$ cat src/rtl/q_text_data.sv
// Query-text capture buffer: loads an ASCII stream (optionally upper-cased and
// space-collapsed), then replays it byte-by-byte and raises sdone at the end.
module q_text_data #(
    parameter int DEPTH = 32,
    parameter int AW    = 5
) (
    input  logic       clk,
    input  logic       rst,
    input  logic [7:0] datain,
    input  logic       qen,
    input  logic       fen,
    input  logic       ken,
    input  logic       wr,
    output logic [7:0] qout,
    output logic       sdone
);

    typedef enum logic [1:0] {IDLE, LOAD, READ, DONE} state_t;

    state_t        state, state_n;
    logic [7:0]    mem [DEPTH];
    logic [AW-1:0] wr_ptr;
    logic [AW:0]   count;
    logic [AW:0]   rd_ptr;
    logic          last_space;

    logic          wr_en, fresh, rd_first, rd_step, fin;
    logic [AW-1:0] base_ptr;
    logic [AW:0]   base_cnt;
    logic          base_ls;
    logic [7:0]    norm;
    logic          is_sp, drop, full, store;

    always_ff @(posedge clk) begin
        if (rst) state <= IDLE;
        else     state <= state_n;
    end

    // Priority inside a state: wr beats ken; qen=0 freezes everything.
    always_comb begin
        state_n  = state;
        wr_en    = 1'b0;
        fresh    = 1'b0;
        rd_first = 1'b0;
        rd_step  = 1'b0;
        fin      = 1'b0;
        if (qen) begin
            case (state)
                IDLE: if (wr) begin
                    state_n = LOAD;
                    wr_en   = 1'b1;
                    fresh   = 1'b1;
                end
                LOAD: if (wr) begin
                    wr_en = 1'b1;
                end else if (ken) begin
                    if (count != '0) begin
                        rd_first = 1'b1;
                        state_n  = READ;
                    end else begin
                        fin     = 1'b1;
                        state_n = DONE;
                    end
                end
                READ: if (wr) begin
                    state_n = LOAD;
                    wr_en   = 1'b1;
                    fresh   = 1'b1;
                end else if (ken) begin
                    if (rd_ptr < count) begin
                        rd_step = 1'b1;
                    end else begin
                        fin     = 1'b1;
                        state_n = DONE;
                    end
                end
                DONE: if (wr) begin
                    state_n = LOAD;
                    wr_en   = 1'b1;
                    fresh   = 1'b1;
                end
                default: state_n = IDLE;
            endcase
        end
    end

    // A restarting edge writes its byte into an empty buffer, so the write
    // path works from the post-clear pointers rather than the current ones.
    always_comb begin
        base_ptr = fresh ? '0 : wr_ptr;
        base_cnt = fresh ? '0 : count;
        base_ls  = fresh ? 1'b1 : last_space;
        norm     = datain;
        if (fen && datain >= 8'h61 && datain <= 8'h7A)
            norm = datain - 8'h20;
        is_sp = (norm == 8'h20);
        drop  = fen && is_sp && base_ls;
        full  = (base_cnt == (AW+1)'(DEPTH));
        store = !full && !drop;
    end

    always_ff @(posedge clk) begin
        if (!rst && wr_en && store)
            mem[base_ptr] <= norm;
    end

    always_ff @(posedge clk) begin
        if (rst) begin
            wr_ptr     <= '0;
            count      <= '0;
            rd_ptr     <= '0;
            last_space <= 1'b1;
            qout       <= 8'h00;
            sdone      <= 1'b0;
        end else begin
            if (wr_en) begin
                wr_ptr     <= base_ptr + AW'(store);
                count      <= base_cnt + (AW+1)'(store);
                last_space <= full ? base_ls : is_sp;
                if (fresh) begin
                    rd_ptr <= '0;
                    sdone  <= 1'b0;
                end
            end
            if (rd_first) begin
                qout   <= mem[0];
                rd_ptr <= (AW+1)'(1);
            end
            if (rd_step) begin
                qout   <= mem[rd_ptr[AW-1:0]];
                rd_ptr <= rd_ptr + (AW+1)'(1);
            end
            if (fin)
                sdone <= 1'b1;
        end
    end

endmodule

$ cat config.mk
export PLATFORM = sky130hd
export DESIGN_NAME = q_text_data
export DESIGN_NICKNAME = d
export VERILOG_FILES = /design/src/rtl/q_text_data.sv
export SDC_FILE = /design/constraint.sdc
export NUM_CORES = 1
export LEC_CHECK = 0
export CAP_MARGIN = 20
export CELL_PAD_IN_SITES_DETAIL_PLACEMENT = 1
export CELL_PAD_IN_SITES_GLOBAL_PLACEMENT = 1
export CORE_MARGIN = 3
export CORE_UTILIZATION = 44
export CTS_CLUSTER_SIZE = 30
export DETAILED_ROUTE_END_ITERATION = 10
export PLACE_DENSITY_LB_ADDON = 0.1
export SYNTH_ARGS = -nofsm -noshare
export SYNTH_HDL_FRONTEND = slang
export SYNTH_SLANG_ARGS = --single-unit
$ cat constraint.sdc
create_clock -name clk -period 3.7 [get_ports clk]
set_clock_uncertainty 0.15 [all_clocks]
set_input_delay 0.74 -clock clk [delete_from_list [all_inputs] [get_ports clk]]
set_output_delay 0.74 -clock clk [all_outputs]
set_load 0.005 [all_outputs]
==> metrics.md <==
| Metric | Value |
|---|---|
| Status | `completed` |
| CP peak stage delay | `520 ps` |
| Overflow after GRT | `0` |
| Comb power frac | `3.2%` |
| Yosys cell types | `57` |
| Syn avg cell area | `approximately 17 µm²` |
| Area after DPL | `0.0127 mm²` |
| Initial antenna violation count | `0` |
| Htree depth | `1` |
| Yosys reg bits | `a little under 300` |
| PortBufs | `22` |
| Via/cell ratio | `between 5 and 6` |
| Largest net degree at the start of global routing | `43` |
| Min Hold Slack | `347 ps` |
| Clock Tree Buf Depth | `3` |
| Final instance area | `~0.014 mm²` |
| Post-synthesis mux area share | `14.3%` |
| CTS root buffer | `clkbuf_16` |
| Critical-path top delay cell | `clkdlybuf4s50_1` |
| Number of flops mapped to enable cells by yosys | `~260` |
| Drt wl/cell | `25.6 µm` |
| CP cell instances | `clkdlybuf4s50_1 > or4_1 > buf_4 > or4_4 > nor2_1 > a31oi_1 > ha_1 > ha_1 > nand3_1 > nor3_1 > a21o_1 > a22oi_1 > nor2_1` |
| # DRC | `0` |
| Synth top area cells | `edfxtp_1 65%, mux4_2 11%, dfxtp_1 5.7%, mux2i_1 2.2%, nor2_1 1.9%` |
| Layout fillers | `2436` |
| Nets | `784` |
| Leak pwr | `between 4 and 5 nW` |
| Minimum clock period after layout | `3340 ps` |
| Int Power | `5.41 mW` |
| Worst Hold End | `count[1]` |
| Worst IR Drop VDD | `0.000358 V` |
| Commonest cells post-synth | `256 x edfxtp_1, 60 x nor2_1, 56 x mux4_2` |
| Cell taking the most area after synthesis | `edfxtp_1` |
| Final Max Slew Viols | `0` |
| Rel. slew slack | `48.3%` |
| Antenna-violating nets left | `0` |
| Simple-Gate Fraction of Synth Area | `6.85%` |
| Total wire length | `28600 µm` |
| Post-CTS sizing | `0` |
| Adder-Cell Fraction of Synth Area | `roughly 1.3%` |
| Die Wd | `171 µm` |
| Worst hold start | `count[1]` |
| CP Max Fanout | `2` |
| Site row count | `59` |
| Post-synthesis compound-gate area fraction | `between 4 and 5%` |
| Main combinational cell family by area after synthesis | `multiplexers` |
| Post-cts hold buffer count | `0` |
| Post-synthesis sequential area ratio | `70.2%` |
| Syn nets | `between 700 and 800` |
| P_sw | `approximately 1.4 mW` |
| Die Area | `0.0291 mm²` |
| Data arrival, critical path | `3610 ps` |
| Sw frac | `between 20% and 30%` |
| Post-CTS setup buffers | `0` |
| Pre-CTS setup slack | `-186 ps` |
| Worst hold path type | `reg -> reg` |
| Share of layout cells above drive strength 1 | `between 20% and 30%` |
| Gp weighted congestion | `0.863` |
| Initial DRC Count | `547` |
| Reg2reg path depth | `8` |
| Via count | `6524` |
| Crit end category | `flip-flop` |
| Max-capacitance violation count | `0` |
| ANT cells | `0` |
| Hold path cells | `2` |
| Fmax | `300 MHz` |
| Die Height | `171 µm` |
| Worst-path clk slew | `60 ps` |
| Fin crit share | `90.2%` |
| Cells after Synth | `705` |
| Starting Density | `45.2%` |
| Area Growth Syn to Fin | `15.0%` |
| Later-pin clock latency in the skew report | `560 ps` |
| Power density over the cells | `496 mW/mm²` |
| I/O pins | `23` |
| Synth Cell Area | `0.0119 mm²` |
| Drt pass-1 iters | `4` |
| Vias in the first global route | `6929` |
| Final Core Density | `between 50% and 60%` |
| Worst setup SP type | `input port` |
| GR Util All Layers | `20.1%` |
| Most common cell in the netlist | `edfxtp_1` |
| XOR/XNOR Fraction of Synth Area | `less than 1%` |
| RSZ-0062 raised after global routing | `no` |
| Hold Fails Final Rpt | `0` |
| Yosys top cell area share | `64.5%` |
| Global-route wire length before repair | `between 40000 and 50000 µm` |
| Number of buffers created by CTS | `30` |
| Synth Flop Type | `edfxtp_1` |
| R2R Path End | `mem[0][5]` |
| Final setup fails | `0` |
| Dpl hpwl | `18800 µm` |
| CTS tree | `yes` |
| Reg2reg setup slack | `740 ps` |
| Clock share of power | `44.1%` |
| Fin worst setup slack | `363 ps` |
| Worst Path Required | `3970 ps` |
| Core Box Area | `0.0264 mm²` |
| Sequential fraction of design power | `52.7%` |
| Yosys warns | `0` |
| Worst r2r src | `state[1]` |
| Ys async rst share | `0%` |
| Critical path class | `in -> reg` |
| Slew at the pin with the worst max-slew slack | `775 ps` |
| Clock sink total | `290` |
cell type report:
cell class	count	area, µm²	area share [%]
Clock buffer	34	766	5.59
Tap cell	335	419	3.06
Clock inverter	22	228	1.66
Inverter	14	52.6	0.384
Multi-Input combinational cell	360	3290	24.0
Timing Repair Buffer	62	571	4.16
Sequential cell	290	8370	61.1
cells in the final DEF, fill, tap and decap left out, drive strengths merged, types with 5 or more instances in the layout:
cell / count
edfxtp: 256
nor2: 61
mux4: 56
buf: 40
dfxtp: 34
clkbuf: 34
mux2i: 26
nand2: 25
clkdlybuf4s50: 22
nor3: 18
nand3: 18
o22ai: 17
mux2: 16
clkinv: 15
inv: 14
a21oi: 14
ha: 12
a211oi: 10
nor4: 9
o21ai: 9
o221ai: 8
nand2b: 7
a21o: 5
nor2b: 5
flip-flops by register name, summed over array words and instances, names as in the netlist, named ones only:
register,cells
mem,256
qout,8
count,6
rd_ptr,6
wr_ptr,5
state,2
last_space,1
sdone,1
stage by stage:
stage,setup TNS (ps),total power [mW],std cells
CTS,0,6.87,1116
global route,0,7.01,1117
finish,0,6.80,1117
detailed placement,-11130,3.87,1060
floorplan,0,3.75,705
global placement,-98.0,3.86,1060
critical path, delay by kind of cell:
kind                     cells  cell delay [ps]
AND/OR/NAND/NOR              6             1300
buffers and inverters        2              710
adder cells (fa/ha/maj)      2              440
AO/OA/AOI/OAI                3              410
per-layer routing:
layer	global-route usage, %	share of wire (%)
met1	29.4	46
met2	32.6	48
met3	2.93	4.6
met4	3.92	1.6
met5	0	0
power groups by stage:
| stage | clock network (mW) | logic, mW | registers (mW) |
|---|---|---|---|
| 2_1_floorplan | 0 | 0.102 | 3.65 |
| 3_3_place_gp | 0 | 0.211 | 3.65 |
| 3_5_place_dp | 0 | 0.219 | 3.65 |
| 4_1_cts | 3.07 | 0.220 | 3.58 |
| 5_1_grt | 3.19 | 0.240 | 3.58 |
| 6_report | 3.00 | 0.217 | 3.58 |
cell families after synthesis:
logic type,Yosys count
buffers and inverters,55
muxes,98
adders and majority gates,12
xor gates and xnor gates,4
and+or+nand+nor,165
DFF,290
AOI/OAI and AO/OA,81
how the worst max path moves through the flow:
stage                         start   endpoint  slack, ps  depth (start not counted)
after global routing      datain[4]  wr_ptr[4]        210                         13
final                     datain[4]  wr_ptr[4]        360                         13
after floorplan                  wr  mem[1][0]        490                          7
after CTS                 datain[4]  wr_ptr[4]        350                         13
after detailed placement  datain[4]  wr_ptr[4]       -190                         13
after global placement    datain[4]  wr_ptr[4]       -100                         13
Power figures use the tool's default switching activity.
==> patch 1: new RTL, same flow settings <==
Encoding of `state_t`: now one-hot (4 bits for 4 states).
--- a/src/rtl/q_text_data.sv
+++ b/src/rtl/q_text_data.sv
@@ -16,5 +16,5 @@
 );
 
-    typedef enum logic [1:0] {IDLE, LOAD, READ, DONE} state_t;
+    typedef enum logic [3:0] {IDLE = 4'b0001, LOAD = 4'b0010, READ = 4'b0100, DONE = 4'b1000} state_t;
 
     state_t        state, state_n;
Behaviour: same outputs for any inputs over 4 cycles, from zero or initial values and one cycle with rst high; so few cycles prove little.
==> patch 1 against the original RTL <==
Cell count grew 2.9%; cell area increased by 1.1%; area after synthesis rose by 1.1%; power fell by 1.5%; setup slack better by 0.21 ns; via count is 5.6% higher; routed wire length is 5.8% higher; hold slack worse by 0.025 ns; global-route usage rose by 0.90 points; sequential cell count up 2.
==> patch 1: results <==
[worst_setup_path]
cp.arrival_ns = 3.14
slowest_delay_ns = 0.92
cp_slowest_cell = nor3_1
cp_max_fo = 10
cpLargestDelayFamily = simple AND/OR/NAND/NOR gates

[power_and_ir_drop]
seqPwrFrac_pct = 53.9
peakVddDrop_v = 0.000370
p_leak_nw = 4.27
p_int_w = 0.00532

[layout]
antennaDiodeCount = 0
drive_gt1_share_pct = 19.4
reg_top3 = mem x256, qout x8
fin_nets = 820
n_fill_cell = 2452

[global_route]
grt_max_degree = 38
grt_use_met1_pct = 29.9
met3_usage_pct = 2.74
grt_pass1_wl_mm = 46.0
grt_util_met2_pct = 34.8
grt_usage_pct = 21.0
grt_pass1_vias = 7282

[routing]
firstDrtPassIters = 5
vias_per_cell = 5.99
num_vias = 6887
first_iter_violations = 530
routed_wl_mm = 30.3
met3WireLength_mm = 1.24
route.met2.wl_mm = 14.6
wl_met1_mm = 13.6

[synthesis]
synth_common_cells = edfxtp_1 (256), mux4_2 (54), nor2_1 (47)
synth_nets = 754
synth_cells = 729
synth_area_leaders = edfxtp_1 (64%), mux4_2 (10%), dfxtp_1 (6.0%)
ys_seq_area_share_pct = 69.8
synth_cell_types = 59
yosys_warnings = 0

[min_path]
hold_path_class = flop to flop

[placed_design]
hpwl_mm = 20.2
place_ws_ns = 0.0954
dp_cells = 1097
io_buffer_count = 22
dpl_cell_area_um2 = 12900
gp_congestion = 0.830

[cts]
clock_path_buffers = 3
htreeDepth = 1
worstSkewPairLatency_ns = 0.55
clkTransAtPathRegs_ns = 0.06
cts_resized = 0

[outcome]
outcome = completed

[timing]
slew_headroom_pct = 26.9
[patch 1: cell count changes in the layout (fill, tap and decap cells not counted), sizes merged, moves of 7 or more]
cell,change
mux2,-16
clkinv,-7
nor2,-14
nor3,+16
a22oi,+9
a221oi,+11
o221ai,-8
buf,+10
o22ai,-12
mux2i,+13
[patch 1: worst paths after layout]
path / slack [ns] / cells past startpoint / start / to
hold reg to reg: 0.32 / 2 / sdone / sdone
hold / removal: 0.32 / 2 / sdone / sdone
setup / recovery: 0.57 / 4 / state[0] / mem[6][0]
setup reg to reg: 0.57 / 4 / state[0] / mem[6][0]
[patch 1: logic make-up after synthesis]
kind of cell             count (synthesis)  share of synthesized area [%]
multiplexers                            93                           13.3
AO/OA/AOI/OAI                           99                           5.99
flip-flops                             292                           69.8
adder cells (fa/ha/maj)                 11                           1.14
buffers and inverters                   54                           2.00
AND/OR/NAND/NOR                        170                           7.04
XOR/XNOR                                10                          0.727
[patch 1: power groups by stage]
stage	clock (W)	sequential (W)	combinational (W)
global placement	0	0.00368	0.000225
detailed placement	0	0.00368	0.000236
floorplan	0	0.00367	0.000113
CTS	0.00290	0.00361	0.000237
finish	0.00285	0.00361	0.000236
global route	0.00305	0.00361	0.000255
[patch 1: area by class of cell]
cell class | count | area (um2) | area share (%)
Tap cell | 335 | 419 | 3.03
Timing Repair Buffer | 73 | 641 | 4.62
Multi-Input combinational cell | 383 | 3410 | 24.6
Sequential cell | 292 | 8410 | 60.7
Inverter | 15 | 56.3 | 0.406
Clock inverter | 12 | 109 | 0.786
Clock buffer | 39 | 806 | 5.82
[patch 1: worst min-delay path, delay by kind of cell (launching register included)]
| family | cells | cell delay (ns) |
|---|---|---|
| flops | 1 | 0.31 |
| compound gates | 1 | 0.06 |
| simple gates | 1 | 0.05 |
==> patch 2: new RTL, same flow settings <==
Without the edit above. `DEPTH`: 32 -> 16.
--- a/src/rtl/q_text_data.sv
+++ b/src/rtl/q_text_data.sv
@@ -2,5 +2,5 @@
 // space-collapsed), then replays it byte-by-byte and raises sdone at the end.
 module q_text_data #(
-    parameter int DEPTH = 32,
+    parameter int DEPTH = 16,
     parameter int AW    = 5
 ) (
Behaviour: same outputs for any inputs over 4 cycles, from zero or initial values and one cycle with rst high; that may be too few to reach the edited logic, so the function may still have changed.
==> patch 2 against the original RTL <==
Power down 43%; first-iteration DRC count down 31%; non-clock buffer count up 3; area after synthesis down 44%; routed wire length down 41%; global-route usage up 1.7 points; sequential cell count down 130; sequential power down 45%; cell area down 42%; setup slack better by 0.019 ns; critical endpoint is now mem[12][6]; highest routed layer unchanged.
==> patch 2: results <==
[global_route]
grt_pass1_wl_mm = 26.2
grt_pass1_vias = 4297
grt_max_degree = 33
grt_usage_pct = 21.8
overflow = 0

[outcome]
outcome = completed

[layout]
n_fill_cell = 1388
fin_nets = 518
drive_gt1_share_pct = 22.8
reg_top3 = mem x128, qout x8

[min_path]
hold_path_class = flop to flop
hold_path_end = sdone
hp-start = sdone

[cts]
clock_tree.root_cell = clkbuf_16
clock_path_buffers = 2
numCtsBuffers = 17
worstSkewPairLatency_ns = 0.42
htreeDepth = 4

[routing]
met3WireLength_um = 945
num_vias = 4062
first_iter_violations = 379
wl_met1_mm = 7.21
route.met2.wl_mm = 8.30
routed_wl_mm = 16.8

[synthesis]
synthArstFlopShare_pct = 0
ys_seq_area_share_pct = 67.0
synth_cell_types = 47
synth_area_leaders = edfxtp_1 (57%), mux4_2 (11%), dfxtp_1 (9.6%)
synth_nets = 459
synth_edf_count = 128
synth_common_cells = edfxtp_1 (128), dfxtp_1 (32), mux4_2 (32)
synthFlopType = edfxtp_1

[worst_setup_path]
cp.arrival_ns = 3.22
ff2ff_setup_slack_ns = 0.57
cp_max_fo = 8
worstReg2RegEnd = mem[12][6]
r2r-start = state[0]

[placed_design]
place_ws_ns = -0.233
gp_congestion = 0.821
io_buffer_count = 22
dpl_cell_area_um2 = 7370
hpwl_mm = 11.2

[power_and_ir_drop]
power_switching_share_pct = 20.5
peakVddDrop_v = 0.000385
p_leak_nw = 2.56

[timing]
tightest_slew_ns = 0.856
-- patch 2: per-layer routing --
layer  track usage [%]  vias up
li1                  -     1839
met2              35.4       89
met4              6.11        0
met3              4.62       22
met1              30.1     2112
met5                 0        -
-- patch 2: power by group through the flow --
stage | logic [W] | registers (W) | clock network (W)
floorplan | 0.0000817 | 0.00200 | 0
global placement | 0.000157 | 0.00200 | 0
detailed placement | 0.000165 | 0.00200 | 0
CTS | 0.000166 | 0.00196 | 0.00177
global route | 0.000185 | 0.00196 | 0.00186
finish | 0.000167 | 0.00196 | 0.00173
-- patch 2: per-stage QoR --
step           hold slack (ns)  util (%)  std cells  setup TNS (ns)
5_1_grt                  0.375      54.5        688               0
3_3_place_gp             0.303      50.0        646           -6.40
4_1_cts                  0.337      54.1        680               0
3_5_place_dp             0.323      50.1        648           -8.56
2_1_floorplan            0.297         -        432               0
6_report                 0.336      54.5        688               0
-- patch 2: critical path: stages --
cell,delay [ns]
clkdlybuf4s50_1,0.42
and3b_4,0.22
o21a_1,0.18
a2111o_1,0.42
buf_4,0.18
or2_1,0.25
buf_4,0.15
nor2_1,0.64
-- patch 2: how the worst max path moves through the flow --
stage | end | start | slack [ns]
2_1_floorplan | mem[1][0] | qen | 0.30
3_3_place_gp | mem[5][3] | wr | -0.17
3_5_place_dp | mem[3][2] | wr | -0.23
4_1_cts | mem[3][2] | wr | 0.17
5_1_grt | mem[12][0] | wr | 0.24
6_report | mem[12][6] | wr | 0.38
-- patch 2: area by class of cell --
| class | count | area share, % |
|---|---|---|
| Clock buffer | 20 | 5.45 |
| Multi-Input combinational cell | 233 | 26.3 |
| Clock inverter | 12 | 1.78 |
| Sequential cell | 160 | 56.0 |
| Tap cell | 184 | 2.88 |
| Timing Repair Buffer | 65 | 6.89 |
| Inverter | 14 | 0.656 |
-- patch 2: cells by family (layout without fill, tap and decap cells) --
family,count (synthesis),count (layout),synth area share [%]
flip-flops,160,160,67.0
AND/OR/NAND/NOR,110,110,8.88
AO/OA/AOI/OAI,66,66,6.91
multiplexers,40,40,12.0
buffers and inverters,39,111,2.34
adder cells (fa/ha/maj),13,13,2.43
XOR/XNOR,4,4,0.523
